`config.mk`:
```
export PLATFORM = sky130hd
export DESIGN_NAME = bus_split_arbiter
export DESIGN_NICKNAME = d
export VERILOG_FILES = /design/src/rtl/bus_split_arbiter.sv
export SDC_FILE = /design/constraint.sdc
export NUM_CORES = 1
export LEC_CHECK = 0
export CORE_ASPECT_RATIO = 1.1
export CORE_MARGIN = 3
export CORE_UTILIZATION = 48
export CTS_BUF_LIST = sky130_fd_sc_hd__clkbuf_16
export DETAILED_ROUTE_END_ITERATION = 8
export PLACE_DENSITY_LB_ADDON = 0.12
export SYNTH_ARGS = -nofsm -noshare
export SYNTH_HDL_FRONTEND = slang
export SYNTH_SLANG_ARGS = --single-unit
```
`constraint.sdc`:
```
create_clock -name clk -period 1.4 [get_ports clk]
set_input_delay 0.14 -clock clk [delete_from_list [all_inputs] [get_ports clk]]
set_output_delay 0.14 -clock clk [all_outputs]
set_load 0.03 [all_outputs]
```
`src/rtl/bus_split_arbiter.sv`:
```
// Two-master bus arbiter with one outstanding split transaction.
// Parks a split owner, frees the bus, and resumes the parked master with split_grant.
`timescale 1ns/1ps
module bus_split_arbiter #(
  parameter int RR_EN         = 0,
  parameter int SPLIT_TIMEOUT = 255
) (
  input  logic clk,
  input  logic rstn,
  input  logic breq1,
  input  logic breq2,
  input  logic ssplit,
  input  logic sready,
  output logic bgrant1,
  output logic bgrant2,
  output logic msel,
  output logic split_grant,
  output logic split_err
);

  localparam bit            TO_EN    = (SPLIT_TIMEOUT > 0);
  localparam int            CW       = (SPLIT_TIMEOUT > 0) ? $clog2(SPLIT_TIMEOUT + 1) : 1;
  localparam logic [CW-1:0] CNT_LAST = CW'(SPLIT_TIMEOUT - 1);

  typedef enum logic [1:0] {
    IDLE = 2'd0,
    GNT1 = 2'd1,
    GNT2 = 2'd2
  } state_e;

  state_e        state_q, state_d;
  logic          split_pend_q, split_pend_d;
  logic          split_mst_q, split_mst_d;
  logic          rr_last_q, rr_last_d;
  logic          msel_q, msel_d;
  logic          split_grant_q, split_grant_d;
  logic          split_err_q, split_err_d;
  logic [CW-1:0] cnt_q, cnt_d;

  logic reclaim;
  logic elig1, elig2;
  logic pick_m2;
  logic cur_m2;
  logic cur_req;

  assign reclaim = (state_q == IDLE) && split_pend_q && sready;

  always_ff @(posedge clk or negedge rstn) begin
    if (!rstn) begin
      state_q       <= IDLE;
      split_pend_q  <= 1'b0;
      split_mst_q   <= 1'b0;
      rr_last_q     <= 1'b1;
      msel_q        <= 1'b0;
      split_grant_q <= 1'b0;
      split_err_q   <= 1'b0;
      cnt_q         <= '0;
    end else begin
      state_q       <= state_d;
      split_pend_q  <= split_pend_d;
      split_mst_q   <= split_mst_d;
      rr_last_q     <= rr_last_d;
      msel_q        <= msel_d;
      split_grant_q <= split_grant_d;
      split_err_q   <= split_err_d;
      cnt_q         <= cnt_d;
    end
  end

  always_comb begin
    state_d       = state_q;
    split_pend_d  = split_pend_q;
    split_mst_d   = split_mst_q;
    rr_last_d     = rr_last_q;
    msel_d        = msel_q;
    split_grant_d = split_grant_q;
    split_err_d   = 1'b0;
    cnt_d         = cnt_q;

    // The parked master may not win arbitration while its split is outstanding.
    elig1 = breq1 && !(split_pend_q && !split_mst_q);
    elig2 = breq2 && !(split_pend_q && split_mst_q);
    if (elig1 && elig2) begin
      pick_m2 = (RR_EN != 0) ? ~rr_last_q : 1'b0;
    end else begin
      pick_m2 = elig2;
    end

    cur_m2  = (state_q == GNT2);
    cur_req = cur_m2 ? breq2 : breq1;

    if (TO_EN && split_pend_q) begin
      if ((cnt_q == CNT_LAST) && !reclaim) begin
        split_pend_d = 1'b0;
        split_err_d  = 1'b1;
      end else begin
        cnt_d = cnt_q + CW'(1);
      end
    end

    case (state_q)
      IDLE: begin
        if (reclaim) begin
          state_d       = split_mst_q ? GNT2 : GNT1;
          split_grant_d = 1'b1;
          split_pend_d  = 1'b0;
          rr_last_d     = split_mst_q;
          msel_d        = split_mst_q;
        end else if (elig1 || elig2) begin
          state_d       = pick_m2 ? GNT2 : GNT1;
          split_grant_d = 1'b0;
          rr_last_d     = pick_m2;
          msel_d        = pick_m2;
        end
      end
      GNT1, GNT2: begin
        // A split wins over a simultaneous request drop.
        if (ssplit) begin
          state_d       = IDLE;
          split_pend_d  = 1'b1;
          split_mst_d   = cur_m2;
          split_grant_d = 1'b0;
          cnt_d         = '0;
        end else if (!cur_req) begin
          state_d       = IDLE;
          split_grant_d = 1'b0;
        end
      end
      default: begin
        state_d       = IDLE;
        split_grant_d = 1'b0;
      end
    endcase
  end

  assign bgrant1     = (state_q == GNT1);
  assign bgrant2     = (state_q == GNT2);
  assign msel        = msel_q;
  assign split_grant = split_grant_q;
  assign split_err   = split_err_q;

endmodule

```
==> results.json <==
{
  "outcome": "finished with violations",
  "failed_checks": "negative setup slack",
  "avgViaCountPerCell": 6.10,
  "clock-skew-final_ns": 0.00363,
  "power.leakage_nw": 0.622,
  "synth_compound_area_share_pct": 19.2,
  "die_y_um": 51.1,
  "cts_hold_buf": 0,
  "drc": 0,
  "holdWs_ns": 0.220,
  "fmax_ghz": 0.656,
  "hpwlAfterDp_um": 1470,
  "cp.arrival_ns": 1.65,
  "yosysWarnings": 0,
  "synth_cell_types": 33,
  "synth_xor_xnor_area_share_pct": 1.97,
  "worst_ep_required_time_ns": 1.52,
  "grt_pass1_vias": 863,
  "die_area_um2": 2400,
  "relSlewSlack_pct": 79.6,
  "start_util_pct": 53.7,
  "cts-root-buf": "clkbuf_16",
  "synth_area_um2": 887,
  "synthMuxAreaShare_pct": 3.53,
  "yosysTopAreaCell": "dfrtp_1",
  "maxCapViolations": 0,
  "critPathKind": "flop to flop",
  "hp-class": "input port to async pin",
  "synthCells": 92,
  "clkTransAtPathRegs_ns": 0.05,
  "synthAdderAreaFrac_pct": 8.46,
  "routed-via-count": 860,
  "ant_nets": 0,
  "place_congestion": 0.849,
  "end_kind": "flop",
  "post_drt_wl_per_cell_um": 17.3,
  "clk_latency_ns": 0.24,
  "grt_max_degree": 16,
  "synth-edff-count": 0,
  "die_w_um": 47.0,
  "postLayoutCellArea_um2": 1330,
  "clockBufferDepth": 2,
  "rr_endpoint": "state_q[1]",
  "avgSynthCellArea_um2": 9.64,
  "synth_area_leaders": "dfrtp_1 (42%), ha_1 (8.5%), and3_1 (4.2%)",
  "path_cells": "inv_2 > ha_4 > nand2_2 > mux2i_2 > o22ai_2 > a32o_2",
  "slowest_stage": "dfrtp_2",
  "r2r_start": "state_q[1]",
  "dr.pass1.iters": 4,
  "place_inst": 131,
  "core_area_um2": 1650,
  "timing.final.crit_share_pct": 109,
  "start_kind": "flop",
  "synth_top_area_share_pct": 42.3,
  "pin_count": 11,
  "grt_pass1_wl_um": 3810,
  "rows": 15,
  "synth_top_family_by_area": "simple AND/OR/NAND/NOR gates",
  "instances_no_fill": 141,
  "reg2regPathDepth": 6,
  "synth-seq-area-share_pct": 42.3,
  "cts_buffers": 3,
  "io_buffer_count": 10,
  "rsz0062_at_grt": "true",
  "synth-main-ff-cell": "dfrtp_1",
  "cts_sinks": 15,
  "reg2reg_setup_slack_ns": -0.12,
  "nets": 137,
  "drtIter0Drc": 23,
  "tightest_slew_ns": 0.305,
  "ir_worst_vdd_mv": 1.63,
  "dpl-instance-area_um2": 1110,
  "grt_antenna_before_repair": 0,
  "hold_viol": 0,
  "grt-ovfl-total": 0,
  "area_growth_pct": 49.8,
  "routed_wirelength_um": 2440,
  "crit_fanout": 5,
  "maxSlewViolCount": 0,
  "synthSimpleGateAreaFrac_pct": 19.9,
  "period_needed_ns": 1.52,
  "n_antenna_cell": 0,
  "worst_slack_ns": -0.124,
  "grt_use_total_pct": 21.6,
  "ys_seq_elements": 15,
  "drive_gt1_share_pct": 40.3,
  "setup_viol": 6,
  "async_flop_share_pct": 100,
  "synth_nets": 104,
  "slowest_delay_ns": 0.43,
  "cts_tree": "done",
  "cts_htree_levels": 1,
  "p_per_area_nw_per_um2": 1960
}
-- worst max path at each step --
stage	start	endpoint	slack [ns]	depth (start not counted)
after floorplan	state_q[0]	state_q[1]	-0.12	6
after global placement	state_q[1]	state_q[1]	-0.14	6
after detailed placement	state_q[1]	state_q[1]	-0.13	6
after CTS	state_q[1]	state_q[1]	-0.08	6
after global routing	state_q[0]	state_q[1]	-0.18	6
final	state_q[1]	state_q[1]	-0.12	6
-- cells by family (layout without fill, tap and decap cells) --
family,Yosys count,after routing
flip-flops,15,15
AO/OA/AOI/OAI,24,24
AND/OR/NAND/NOR,33,33
adder cells (fa/ha/maj),6,6
multiplexers,3,3
buffers and inverters,9,41
XOR/XNOR,2,2
-- cell type report --
type,instances,area (um2)
inverter,8,30.0
clock buffer,3,75.1
timing repair buffer,29,244
sequential,15,378
tap,17,21.3
fill,100,323
multi-input combinational,68,577
clock inverter,1,3.75
-- power breakdown --
part	total (mW)	switching [mW]	leakage [nW]	internal, mW
logic	1.34	0.707	0.383	0.638
clock network	0.547	0.169	0.0423	0.378
registers	0.708	0.141	0.197	0.567
total	2.60	1.02	0.622	1.58
-- cells in the mapped netlist (2+ instances only) --
cell type	n
ha_1	6
nor2b_1	2
nand3_1	2
mux2i_1	2
inv_1	8
and3_1	6
xnor2_1	2
and2_1	2
o21ai_1	2
o2bb2ai_1	2
a31oi_1	5
nand2_1	10
dfrtp_1	15
nor2_1	5
a21oi_1	2
o22ai_1	3
o21ai_0	2
-- metrics by stage --
step	setup TNS, ns	total power [mW]	utilization [%]	worst slack, ns
after floorplan	-0.223	1.37	-	-0.119
after global placement	-0.387	1.70	67.0	-0.136
after detailed placement	-0.405	1.72	67.0	-0.130
after CTS	-0.200	2.33	73.6	-0.0770
after global routing	-0.830	2.75	80.5	-0.184
final	-0.425	2.60	80.5	-0.124
-- registers in the layout, indices dropped and copies added (netlist names) --
name          cells
state_q           2
cnt_q             8
split_pend_q      1
split_grant       1
split_mst_q       1
split_err         1
msel              1
-- repair_timing --
item	CTS	global route
buffers inserted	1	5
pin swaps	7	7
gates resized for setup	8	20
setup endpoints to repair	9	10
-- layer usage --
metal / wire length (um) / GRT usage [%]
met5: 0 / 0
met4: 46 / 7.83
met3: 92 / 2.46
met2: 1310 / 38.2
met1: 997 / 25.7
-- layout by cell type (no fill, tap or decap), types with 3 or more instances in the layout --
cell,instances
a31oi_1,3
and3_1,4
buf_4,17
buf_6,3
clkbuf_16,3
clkdlybuf4s50_1,6
dfrtp_1,13
ha_4,3
inv_1,7
nand2_1,6
nand2_2,4
nor2_1,5
-- critical path, delay by kind of cell (launching register included) --
family,cells,cell delay (ns)
flip-flops,1,0.43
AND/OR/NAND/NOR,1,0.08
multiplexers,1,0.21
buffers and inverters,1,0.09
adder cells (fa/ha/maj),1,0.18
AO/OA/AOI/OAI,2,0.40
No activity file was read; power rests on OpenSTA's default activity.
